$ cat src/rtl/hmc_rx_flit_packer.sv
// hmc_rx_flit_packer: store-and-forward packer of HMC response flits onto the PHY RX beat bus
// Buffers a whole packet, then emits it FPW flits per beat starting at slot 0, zero padding
// the tail of the last beat; all-zero NULL words fill the bus between packets.
// Ports: clk/res_n (async active-low reset); flit_in/flit_valid/flit_ready flit input handshake
// (LNG in flit_in[10:7] of the header); phy_data_rx_phy2link/beat_valid registered beat output;
// err_lng one-cycle pulse on a dropped illegal header; pkt_count/flit_count emitted totals,
// live only when HMC_RX_PACKER_STATS_EN is defined, constant 0 otherwise.
module hmc_rx_flit_packer #(
  parameter int DWIDTH    = 512,
  parameter int FPW       = 4,
  parameter int FLIT_SIZE = 128,
  parameter int MAX_FLITS = 9
) (
  input  logic                 clk,
  input  logic                 res_n,
  input  logic [FLIT_SIZE-1:0] flit_in,
  input  logic                 flit_valid,
  output logic                 flit_ready,
  output logic [DWIDTH-1:0]    phy_data_rx_phy2link,
  output logic                 beat_valid,
  output logic                 err_lng,
  output logic [31:0]          pkt_count,
  output logic [31:0]          flit_count
);
  localparam int BW = $clog2(MAX_FLITS);
  typedef enum logic {COLLECT, EMIT} state_t;
  state_t state_q, state_d;
  logic [3:0] lng_q, lng_d, idx_q, idx_d, hdr_lng;
  logic [4:0] b_q, b_d, nb;
  logic [FLIT_SIZE-1:0] buf_q [MAX_FLITS];
  logic [DWIDTH-1:0] data_d, beat;
  logic bv_d, err_d, wr_en, last_beat;
  assign hdr_lng    = flit_in[10:7];
  assign nb         = (5'(lng_q) + 5'(FPW - 1)) / 5'(FPW);
  assign last_beat  = (state_q == EMIT) && (b_q == nb - 5'd1);
  assign flit_ready = (state_q == COLLECT);
  // Slots past LNG are masked to zero; stale buffer entries never leak onto the bus.
  for (genvar s = 0; s < FPW; s++) begin : g_slot
    logic [7:0] k;
    assign k = 8'(b_q) * 8'(FPW) + 8'(s);
    assign beat[s*FLIT_SIZE +: FLIT_SIZE] = (k < 8'(lng_q)) ? buf_q[k[BW-1:0]] : '0;
  end
  always_comb begin
    state_d = state_q;
    lng_d   = lng_q;
    idx_d   = idx_q;
    b_d     = b_q;
    data_d  = '0;
    bv_d    = 1'b0;
    err_d   = 1'b0;
    wr_en   = 1'b0;
    if (state_q == COLLECT) begin
      if (flit_valid) begin
        if (idx_q == 4'd0) begin
          if (hdr_lng == 4'd0 || hdr_lng > 4'(MAX_FLITS)) begin
            err_d = 1'b1;
          end else begin
            wr_en   = 1'b1;
            lng_d   = hdr_lng;
            idx_d   = 4'd1;
            b_d     = 5'd0;
            state_d = (hdr_lng == 4'd1) ? EMIT : COLLECT;
          end
        end else begin
          wr_en   = 1'b1;
          idx_d   = idx_q + 4'd1;
          b_d     = 5'd0;
          state_d = (idx_q + 4'd1 == lng_q) ? EMIT : COLLECT;
        end
      end
    end else begin
      data_d  = beat;
      bv_d    = 1'b1;
      b_d     = b_q + 5'd1;
      state_d = last_beat ? COLLECT : EMIT;
      idx_d   = last_beat ? 4'd0 : idx_q;
    end
  end
  always_ff @(posedge clk) begin
    if (wr_en) buf_q[idx_q[BW-1:0]] <= flit_in;
  end
  always_ff @(posedge clk or negedge res_n) begin
    if (!res_n) begin
      state_q              <= COLLECT;
      lng_q                <= '0;
      idx_q                <= '0;
      b_q                  <= '0;
      phy_data_rx_phy2link <= '0;
      beat_valid           <= 1'b0;
      err_lng              <= 1'b0;
    end else begin
      state_q              <= state_d;
      lng_q                <= lng_d;
      idx_q                <= idx_d;
      b_q                  <= b_d;
      phy_data_rx_phy2link <= data_d;
      beat_valid           <= bv_d;
      err_lng              <= err_d;
    end
  end
`ifdef HMC_RX_PACKER_STATS_EN
  logic [31:0] pkt_q, flit_q;
  always_ff @(posedge clk or negedge res_n) begin
    if (!res_n) begin
      pkt_q  <= '0;
      flit_q <= '0;
    end else if (last_beat) begin
      pkt_q  <= pkt_q + 32'd1;
      flit_q <= flit_q + 32'(lng_q);
    end
  end
  assign pkt_count  = pkt_q;
  assign flit_count = flit_q;
`else
  assign pkt_count  = '0;
  assign flit_count = '0;
`endif
endmodule

$ cat config.mk
export PLATFORM = sky130hd
export DESIGN_NAME = hmc_rx_flit_packer
export DESIGN_NICKNAME = d
export VERILOG_FILES = /design/src/rtl/hmc_rx_flit_packer.sv
export SDC_FILE = /design/constraint.sdc
export NUM_CORES = 2
export LEC_CHECK = 0
export BUFFER_PORTS_ARGS = -buffer_cell sky130_fd_sc_hd__buf_4
export CAP_MARGIN = 20
export CORE_AREA = 2 2 314 316
export CTS_CLUSTER_DIAMETER = 200
export DETAILED_ROUTE_END_ITERATION = 7
export DIE_AREA = 0 0 316 318
export HOLD_SLACK_MARGIN = 0.15
export PLACE_DENSITY = 0.78
export REMOVE_ABC_BUFFERS = 1
export SYNTH_ARGS = -nofsm -noshare
export SYNTH_HDL_FRONTEND = slang
export SYNTH_SLANG_ARGS = --single-unit
$ cat constraint.sdc
create_clock -name clk -period 27.3 [get_ports clk]
set_clock_uncertainty 0.2 [all_clocks]
set_input_delay 0 -clock clk [delete_from_list [all_inputs] [get_ports clk]]
set_output_delay 0 -clock clk [all_outputs]
set_load 0.01 [all_outputs]
==> reports/metrics.yaml <==
drive_above_1_share_pct: 21.5
wl_met1_mm: 52.0
netlist-cell-type-count: 43
period_share_pct: 17.3
crit_start: "b_q[0]$_DFFE_PN0P_"
avgSynthCellArea_sq_um: 17.7
finalNonFillerCells: 5678
ys_ff_latch: 1680
critPathMaxFanout: 63
ys_seq_area_share_pct: 82.4
synthMostInstantiatedCell: "edfxtp_1"
cts_buffer_depth: 3
r2r_slack_ns: 22.59
synthToLayoutAreaGrowth_pct: 23.5
cts.htree.levels: 4
port_buffers: 645
outcome: "completed"
cts_buffers: 160
drc: 0
dr_wl_met3_mm: 9.70
gp_congestion: 0.800
num_vias: 32100
dpl.hpwl_mm: 74.3
worstReg2RegEnd: "phy_data_rx_phy2link[85]$_DFF_PN0_"
setup.worst_path.start_class: "flop"
hold_viol: 0
yosysTopAreaCell: "edfxtp_1"
r2r_cells: 7
ys_warn_count: 0
drtIter0Drc: 2912
cts_tree: "built"
cpPeakStageDelay_ns: 1.15
place_inst: 5106
placed_cell_area_sq_mm: 0.0638
wl_met2_mm: 74.7
grtUsageTotal_pct: 28.4
yosys_most_used_dff: "edfxtp_1"
start_util_pct: 59.6
max_cap_viol_count: 0
ys_top_cells_by_count: "edfxtp_1 (1152), nor2_1 (643), dfrtp_1 (528), mux2i_1 (513), a21oi_1 (132)"
max_freq_mhz: 212
cp_slowest_cell: "dfrtp_4"
ios: 710
core_area_sq_mm: 0.0974
fillers: 5350
grt.overflow.total: 0
path_buf_inv: 3
max-slew-margin-rel_pct: 21.7
worstMarginPinSlew_ns: 1.17
hold_slack_ns: 0.228
synthArstFlopShare_pct: 31.4
worstPathRequired_ns: 27.70
power.density_mw_per_mm2: 92.7
synth_area_sq_mm: 0.0580
post_drt_wl_per_cell_um: 25.0
via_per_inst: 5.66
die_x_um: 316
dr.max_layer_used: "met5"
setup_viol: 0
wl_mm: 142
critPathKind: "reg -> reg"
grt_max_degree: 135
crit_top_cell: "buf_4"
ys_top_cells_by_area: "edfxtp_1 (60%), dfrtp_1 (23%), mux2i_1 (8.8%), nor2_1 (4.2%), a21oi_1 (1.1%)"
path_delay_family: "buffers and inverters"
drtPass1Iterations: 5
nets: 4386
postSynthCellCount: 3281
yosys.area.top_type_share_pct: 59.6
die_y_um: 318
min_period_ns: 4.71
grt_pass1_wl_mm: 209
cts.sinks: 1680
power.total_mw: 6.64
die_area_sq_mm: 0.100
fin_area_sq_mm: 0.0717
antenna_found_initial: 5
clk_latency_ns: 0.77
peakVddDrop_uv: 86.4
end_kind: "flop"
setup_tns_ns: 0
grt_pass1_vias: 33300
hold_class: "in -> async"
r2r_start: "b_q[0]$_DFFE_PN0P_"
rsz0062_at_grt: "no"
slew_violations: 0
fp-row-count: 115
path_cells: "buf_4 > buf_4 > buf_4 > mux2i_1 > nor2_1 > a21oi_1 > nor2_1"
p_leak_nw: 28.2
synth_edf_count: 1152
ant_nets: 0
clock_tree.root_cell: "clkbuf_16"
arrival_ns: 5.11
clk_pin_slew_ns: 0.06
## metal layers
metal  GRT usage (%)  vias up
met2            48.8     1518
met1            35.3    16600
met4            12.5        4
li1                -    13700
met5               0        -
met3            5.30      311
## repair_timing
item / CTS / global route
hold buffers: 265 / 0
resized for setup: 0 / 0
setup buffers: 0 / 0
endpoints found under the hold margin: 1574 / 0
## through the flow
stage,setup WS [ns],utilization [%]
3_3_place_gp,22.69,65.5
4_1_cts,22.57,73.6
3_5_place_dp,22.69,65.5
6_report,22.59,73.6
2_1_floorplan,3.01,-
5_1_grt,22.38,73.6
## logic make-up after synthesis
group / count (synthesis) / share of synthesized area (%)
fa+ha+maj: 8 / 0.173
buf+inv: 222 / 2.35
xor+xnor: 9 / 0.136
compound gates: 152 / 1.36
other cells: 1 / 0.00646
simple gates: 692 / 4.64
flops: 1680 / 82.4
mux: 517 / 8.95
## sequential cells by signal (all words and copies together) (netlist names)
register / count
lng_q: 4
err_lng: 1
idx_q: 4
phy_data_rx_phy2link: 512
state_q: 1
b_q: 5
beat_valid: 1
buf_q: 1152
## worst min-delay path, stage by stage
cell and delay [ns]:
dlygate4sd3_1 0.52, dlygate4sd3_1 0.59, buf_8 0.16, buf_16 0.36
## how the worst max path moves through the flow
stage	to	slack [ns]	cells past startpoint
after floorplan	phy_data_rx_phy2link[128]$_DFF_PN0_	3.01	4
after global placement	phy_data_rx_phy2link[83]$_DFF_PN0_	22.69	7
after detailed placement	phy_data_rx_phy2link[82]$_DFF_PN0_	22.69	7
after CTS	phy_data_rx_phy2link[85]$_DFF_PN0_	22.57	7
after global routing	phy_data_rx_phy2link[85]$_DFF_PN0_	22.38	7
final	phy_data_rx_phy2link[85]$_DFF_PN0_	22.59	7
## cell usage in the layout (no fill, tap or decap), types with 4 or more instances in the layout
cell	count
o21ai_0	6
buf_4	685
nor3_1	4
mux2_4	4
inv_1	8
ha_1	8
nand2_1	12
dfrtp_1	526
mux2i_1	513
clkinvlp_4	4
and2_4	4
a21oi_1	132
xnor2_1	5
edfxtp_1	1152
clkbuf_8	12
clkinv_2	27
clkbuf_1	57
xor2_1	4
clkbuf_16	167
diode_2	5
nor3b_1	4
inv_6	7
clkinv_1	14
conb_1	64
dlygate4sd3_1	264
bufinv_16	7
nor2_1	643
## power breakdown
group	total (mW)	leakage (nW)	internal [mW]	switching [mW]
registers	3.30	17.7	3.11	0.192
clock network	2.17	2.52	1.23	0.941
logic	1.16	7.95	0.470	0.694
## cell type report
cell class	count	area [sq um]	area share, %
Antenna cell	5	12.5	0.0175
Clock buffer	236	4560	6.36
Clock inverter	65	601	0.838
Inverter	9	38.8	0.0541
Multi-Input combinational cell	1442	9170	12.8
Sequential cell	1680	47800	66.7
Tap cell	1287	1610	2.25
Timing Repair Buffer	954	7870	11.0
Power figures use the tool's default switching activity.
